[src/rtl/regfile_port_sched_pkg.sv]
// Shared types for the register-group port scheduler.
// Command bundle, owner ids and address range helper.
package regfile_sched_pkg;

  localparam int ADDR_W   = 8;
  localparam int DATA_W   = 8;
  localparam int NUM_REGS = 16;

  localparam logic [ADDR_W-1:0] REG_LIMIT = ADDR_W'(NUM_REGS);

  typedef enum logic {
    OWN_A = 1'b0,
    OWN_B = 1'b1
  } owner_t;

  typedef struct packed {
    logic              we;
    logic [ADDR_W-1:0] waddr;
    logic [DATA_W-1:0] wdata;
    logic [ADDR_W-1:0] raddr1;
    logic [ADDR_W-1:0] raddr2;
    owner_t            owner;
  } rf_cmd_t;

  function automatic logic in_range(input logic [ADDR_W-1:0] addr);
    return addr < REG_LIMIT;
  endfunction

endpackage

[src/rtl/regfile_port_sched_starve_ctr.sv]
// Saturating starvation counter for the low-priority requester.
// at_limit forces the next contended grant to B.
module rf_starve_ctr #(
  parameter int LIMIT = 4
) (
  input  logic clk,
  input  logic rst,
  input  logic inc,
  input  logic clr,
  output logic at_limit
);

  localparam logic [3:0] LIM = 4'(LIMIT);

  logic [3:0] cnt;

  always_ff @(posedge clk or negedge rst) begin
    if (!rst) begin
      cnt <= '0;
    end else if (clr) begin
      cnt <= '0;
    end else if (inc && cnt != LIM) begin
      cnt <= cnt + 4'd1;
    end
  end

  assign at_limit = (cnt == LIM);

endmodule

[src/rtl/regfile_port_sched.sv]
// Two-requester scheduler for the 16x8 register group.
// Fixed priority to A, starvation guard for B, 2-cycle latency.
module regfile_port_sched
  import regfile_sched_pkg::*;
#(
  parameter int    UUID         = 0,
  parameter string NAME         = "",
  parameter int    STARVE_LIMIT = 4
) (
  input  logic              clk,
  input  logic              rst,
  input  logic              a_valid,
  output logic              a_ready,
  input  logic              a_we,
  input  logic [ADDR_W-1:0] a_waddr,
  input  logic [DATA_W-1:0] a_wdata,
  input  logic [ADDR_W-1:0] a_raddr1,
  input  logic [ADDR_W-1:0] a_raddr2,
  output logic              a_rvalid,
  output logic [DATA_W-1:0] a_rdata1,
  output logic [DATA_W-1:0] a_rdata2,
  output logic              a_err,
  input  logic              b_valid,
  output logic              b_ready,
  input  logic              b_we,
  input  logic [ADDR_W-1:0] b_waddr,
  input  logic [DATA_W-1:0] b_wdata,
  input  logic [ADDR_W-1:0] b_raddr1,
  input  logic [ADDR_W-1:0] b_raddr2,
  output logic              b_rvalid,
  output logic [DATA_W-1:0] b_rdata1,
  output logic [DATA_W-1:0] b_rdata2,
  output logic              b_err,
  output logic [ADDR_W-1:0] rf_in_addr,
  output logic              rf_en_in,
  output logic [DATA_W-1:0] rf_data_in,
  output logic [ADDR_W-1:0] rf_out_addr1,
  output logic [ADDR_W-1:0] rf_out_addr2,
  input  logic [DATA_W-1:0] rf_data_out1,
  input  logic [DATA_W-1:0] rf_data_out2
);

  if (STARVE_LIMIT < 1 || STARVE_LIMIT > 15) begin : g_bad_limit
    $error("STARVE_LIMIT out of range");
  end
  if (UUID < 0) begin : g_bad_uuid
    $error("UUID must be non-negative");
  end

  logic    at_limit;
  logic    a_acc;
  logic    b_acc;
  logic    cmd_valid;
  rf_cmd_t cmd;
  rf_cmd_t cmd_d;

  assign a_ready = rst & a_valid & ~(b_valid & at_limit);
  assign b_ready = rst & b_valid & (~a_valid | at_limit);
  assign a_acc   = a_valid & a_ready;
  assign b_acc   = b_valid & b_ready;

  rf_starve_ctr #(
    .LIMIT(STARVE_LIMIT)
  ) u_starve (
    .clk     (clk),
    .rst     (rst),
    .inc     (b_valid & ~b_ready),
    .clr     (b_acc | ~b_valid),
    .at_limit(at_limit)
  );

  always_comb begin
    cmd_d = cmd;
    unique case (1'b1)
      a_acc: cmd_d = '{we: a_we, waddr: a_waddr,
                       wdata: a_wdata, raddr1: a_raddr1,
                       raddr2: a_raddr2, owner: OWN_A};
      b_acc: cmd_d = '{we: b_we, waddr: b_waddr,
                       wdata: b_wdata, raddr1: b_raddr1,
                       raddr2: b_raddr2, owner: OWN_B};
      default: ;
    endcase
  end

  always_ff @(posedge clk or negedge rst) begin
    if (!rst) begin
      cmd_valid <= 1'b0;
      cmd       <= '0;
    end else begin
      cmd_valid <= a_acc | b_acc;
      cmd       <= cmd_d;
    end
  end

  logic              w_ok;
  logic              r1_ok;
  logic              r2_ok;
  logic              cmd_err;
  logic              own_a;
  logic              own_b;
  logic [DATA_W-1:0] rd1;
  logic [DATA_W-1:0] rd2;

  assign w_ok    = in_range(cmd.waddr);
  assign r1_ok   = in_range(cmd.raddr1);
  assign r2_ok   = in_range(cmd.raddr2);
  assign cmd_err = (cmd.we & ~w_ok) | ~r1_ok | ~r2_ok;
  assign own_a   = cmd_valid & (cmd.owner == OWN_A);
  assign own_b   = cmd_valid & (cmd.owner == OWN_B);

  assign rf_in_addr   = cmd.waddr;
  assign rf_data_in   = cmd.wdata;
  assign rf_en_in     = cmd_valid & cmd.we & w_ok;
  assign rf_out_addr1 = cmd.raddr1;
  assign rf_out_addr2 = cmd.raddr2;

  // Out-of-range reads return zero rather than whatever the group drives.
  assign rd1 = r1_ok ? rf_data_out1 : '0;
  assign rd2 = r2_ok ? rf_data_out2 : '0;

  always_ff @(posedge clk or negedge rst) begin
    if (!rst) begin
      a_rvalid <= 1'b0;
      b_rvalid <= 1'b0;
      a_err    <= 1'b0;
      b_err    <= 1'b0;
      a_rdata1 <= '0;
      a_rdata2 <= '0;
      b_rdata1 <= '0;
      b_rdata2 <= '0;
    end else begin
      a_rvalid <= own_a;
      b_rvalid <= own_b;
      a_err    <= own_a & cmd_err;
      b_err    <= own_b & cmd_err;
      if (own_a) begin
        a_rdata1 <= rd1;
        a_rdata2 <= rd2;
      end
      if (own_b) begin
        b_rdata1 <= rd1;
        b_rdata2 <= rd2;
      end
    end
  end

endmodule

[config.mk]
export PLATFORM = sky130hd
export DESIGN_NAME = regfile_port_sched
export DESIGN_NICKNAME = d
export VERILOG_FILES = /design/src/rtl/regfile_port_sched_pkg.sv /design/src/rtl/regfile_port_sched_starve_ctr.sv /design/src/rtl/regfile_port_sched.sv
export SDC_FILE = /design/constraint.sdc
export NUM_CORES = 1
export LEC_CHECK = 0
export BUFFER_PORTS_ARGS = -buffer_cell sky130_fd_sc_hd__buf_2
export CAP_MARGIN = 25
export CORE_MARGIN = 4
export CORE_UTILIZATION = 29
export CTS_CLUSTER_SIZE = 12
export DETAILED_ROUTE_END_ITERATION = 16
export GPL_ROUTABILITY_DRIVEN = 0
export SYNTH_ARGS = -nofsm -noshare
export SYNTH_HDL_FRONTEND = slang
export SYNTH_SLANG_ARGS = --single-unit
[constraint.sdc]
create_clock -name clk -period 1.8 [get_ports clk]
set_input_delay 0.36 -clock clk [delete_from_list [all_inputs] [get_ports clk]]
set_output_delay 0.36 -clock clk [all_outputs]
set_load 0.01 [all_outputs]
==> run metrics <==
setup slack on the worst flop-to-flop path=70 ps; routed len/inst=~17 um; GRT Total Usage=0.147; cell count after synthesis=323; dpl ws=-10.7 ps; crit path kind=reg -> out; Core Region=~12,000 um2; Antenna diodes=0; Worst-Skew Late Latency=roughly 340 ps; initial antenna violation count=0; FMAX=563 MHz; top post-synthesis cells by area=dfrtp_1 52%, o2111a_1 10%, a221o_1 9.1%; startpoint type of the worst setup path=register; largest family of logic cells by synthesized area=compound AO/OA/AOI/OAI gates; actual slew at the worst max-slew pin=~670 ps; die area=~14,000 um2; H-tree depth=3; max capacitance violation total=0; vias in the first global route=between 3,000 and 4,000; Reg2Reg Capture Point=rf_in_addr[5]; power density over cell area=1000 nW/um2; worst hold path type=in -> async; final setup vio count=0; PortBufs=approximately 160; largest net degree at the start of global routing=between 50 and 60; total wire length=between 10 and 15 mm; Starting Density=0.299; Final nets=541; Simple-Gate Fraction of Synth Area=0.0888; total grt overflow=0; Cell Area, Synth=~3600 um2; reg2reg start=u_starve.cnt[0]; dpl hpwl=between 7 and 8 mm; Std-Cell Rows=40; adder-cell share of the synthesized area=0.00691; DRT iter0 DRCs=220; share of layout cells above drive strength 1=0.459; chip height=~120 um; final hold violation count=0; commonest cells in the netlist=75 x dfrtp_1, 52 x nand2_1, 35 x buf_4; Avg Cell Area, Syn=roughly 11 um2; sequential area share after synthesis=0.518; clock slew at reported path FFs=~60 ps; Inserted Clock Buffers=9; status=complete, no violations; antenna-violating nets left=0; global-route wire length before repair=16.6 mm; Worst Path Arrival=between 1000 and 1500 ps; root buf cell=clkbuf_16; fin area=4770 um2; IO Pins=157; post-synth top area share=0.518; fin worst setup slack=23.6 ps; most common cell in the netlist=dfrtp_1; Slew headroom=0.551; residual DRC count=0; DP Area=around 4400 um2; critical path capture point type=primary output; Lkg Pwr=approximately 0.0023 uW; Synth area leader=dfrtp_1; Max VDD drop=around 0.39 mV; TritonCTS clock tree=built; RSZ-0062 raised after global routing=yes; Synth Area in XOR/XNOR=0; Slew Limit Fails=0; Mapped Nets=~400; mux contribution to synthesized area=0.00553; clk buf depth=2; r2r worst-path depth=7; Via density=4.84; Worst EP required=1440 ps; via count=a little over 3,000; Netlist cell types=34; Synth Register Bits=75; top_reg_cell synth=dfrtp_1; fin crit period=between 1500 and 2000 ps; Min Hold Slack=between 100 and 150 ps; CTS Sinks=between 70 and 80; iteration count of the initial detailed-routing pass=4; die outline width=between 100 and 150 um; Synth Area in Compound Gates=0.262; Layout area overhead=31.7%; Yosys Warn Count=0; Post-synth EDFFs=0; CP max FO=3; fin crit share=0.987; Async SR Flop Fraction=1.00; Clock Skew=about 2.7 ps
==> layout by cell type, fill, tap and decap left out, drive strengths merged <==
master,netlist,routed
nand2,53,53
o211a,1,1
a21oi,2,2
o21a,1,1
o32ai,1,1
clkinv,0,1
nand2b,1,1
clkinvlp,0,3
nor2,4,4
dlygate4sd3,0,1
nor3,2,2
nor2b,1,1
ha,2,2
o21ai,33,33
nor4,3,3
inv,7,9
nand3,1,1
o2111a,33,33
and3,2,2
a211oi,1,1
clkbuf,11,10
a21o,1,1
dfrtp,75,75
a2111oi,1,1
mux2i,2,2
and3b,1,1
buf,50,179
nand3b,1,1
a221o,33,33
==> state kept, by name, indices dropped and copies added (netlist names) <==
register	cells
a_rvalid	1
a_rdata2	8
b_rdata1	8
u_starve.cnt	4
b_rvalid	1
rf_in_addr	8
cmd_valid	1
b_err	1
rf_out_addr2	8
rf_out_addr1	8
b_rdata2	8
cmd	2
rf_data_in	8
a_rdata1	8
a_err	1
==> cell type report <==
cell class | instances | area (um2)
inverter | 7 | 26.3
timing repair buffer | 180 | 1020
clock buffer | 10 | 239
sequential | 75 | 1880
tap | 168 | 210
clock inverter | 6 | 48.8
fill | 1225 | 7340
multi-input combinational | 180 | 1350
==> worst max-delay path by stage <==
stage / to / startpoint / slack [ps]
floorplan: b_ready / u_starve.cnt[0] / 180
global placement: rf_data_in[4] / u_starve.cnt[1] / 120
detailed placement: rf_in_addr[0] / u_starve.cnt[1] / -10
CTS: b_ready / u_starve.cnt[0] / -20
global route: b_ready / u_starve.cnt[1] / -50
finish: b_ready / u_starve.cnt[0] / 20
==> routing by layer <==
layer	vias to the layer above	track usage	part of all wire
li1	1446	-	-
met1	1420	0.192	0.44
met2	154	0.233	0.46
met3	10	0.0476	0.088
met4	0	0.0465	0.011
met5	-	0	0
==> critical path, stage by stage (launching register included) <==
cell,delay [ps]
dfrtp_1,390
inv_2,80
ha_4,130
nand3b_1,170
a21oi_4,180
buf_6,120
==> cell families (layout without fill, tap and decap cells) <==
group | after synthesis | after routing
AO/OA/AOI/OAI | 107 | 107
multiplexers | 2 | 2
flip-flops | 75 | 75
AND/OR/NAND/NOR | 69 | 69
adder cells (fa/ha/maj) | 2 | 2
buffers and inverters | 68 | 203
==> through the flow <==
step	TNS, ps	total power [uW]	util	instances
after detailed placement	-10.7	3030	0.361	604
after global routing	-68.7	5020	0.394	626
after CTS	-67.9	4810	0.389	625
after global placement	0	3010	0.361	604
after floorplan	0	2670	-	323
final	0	4770	0.394	626
==> power by group <==
group | leakage [uW] | total [uW] | switching (uW) | internal (uW)
Sequential | 0.000974 | 2060 | 153 | 1910
Clock | 0.000132 | 1740 | 755 | 983
Combinational | 0.00123 | 971 | 525 | 445
==> what timing repair did <==
action                                  CTS  global route
buffers inserted                          4             1
hold buffers                              1             0
pin swaps                                 4             3
gates resized for setup                   4            11
endpoints found under the setup margin    4            37
endpoints found under the hold margin     5             0
(Power assumes the default switching activity.)
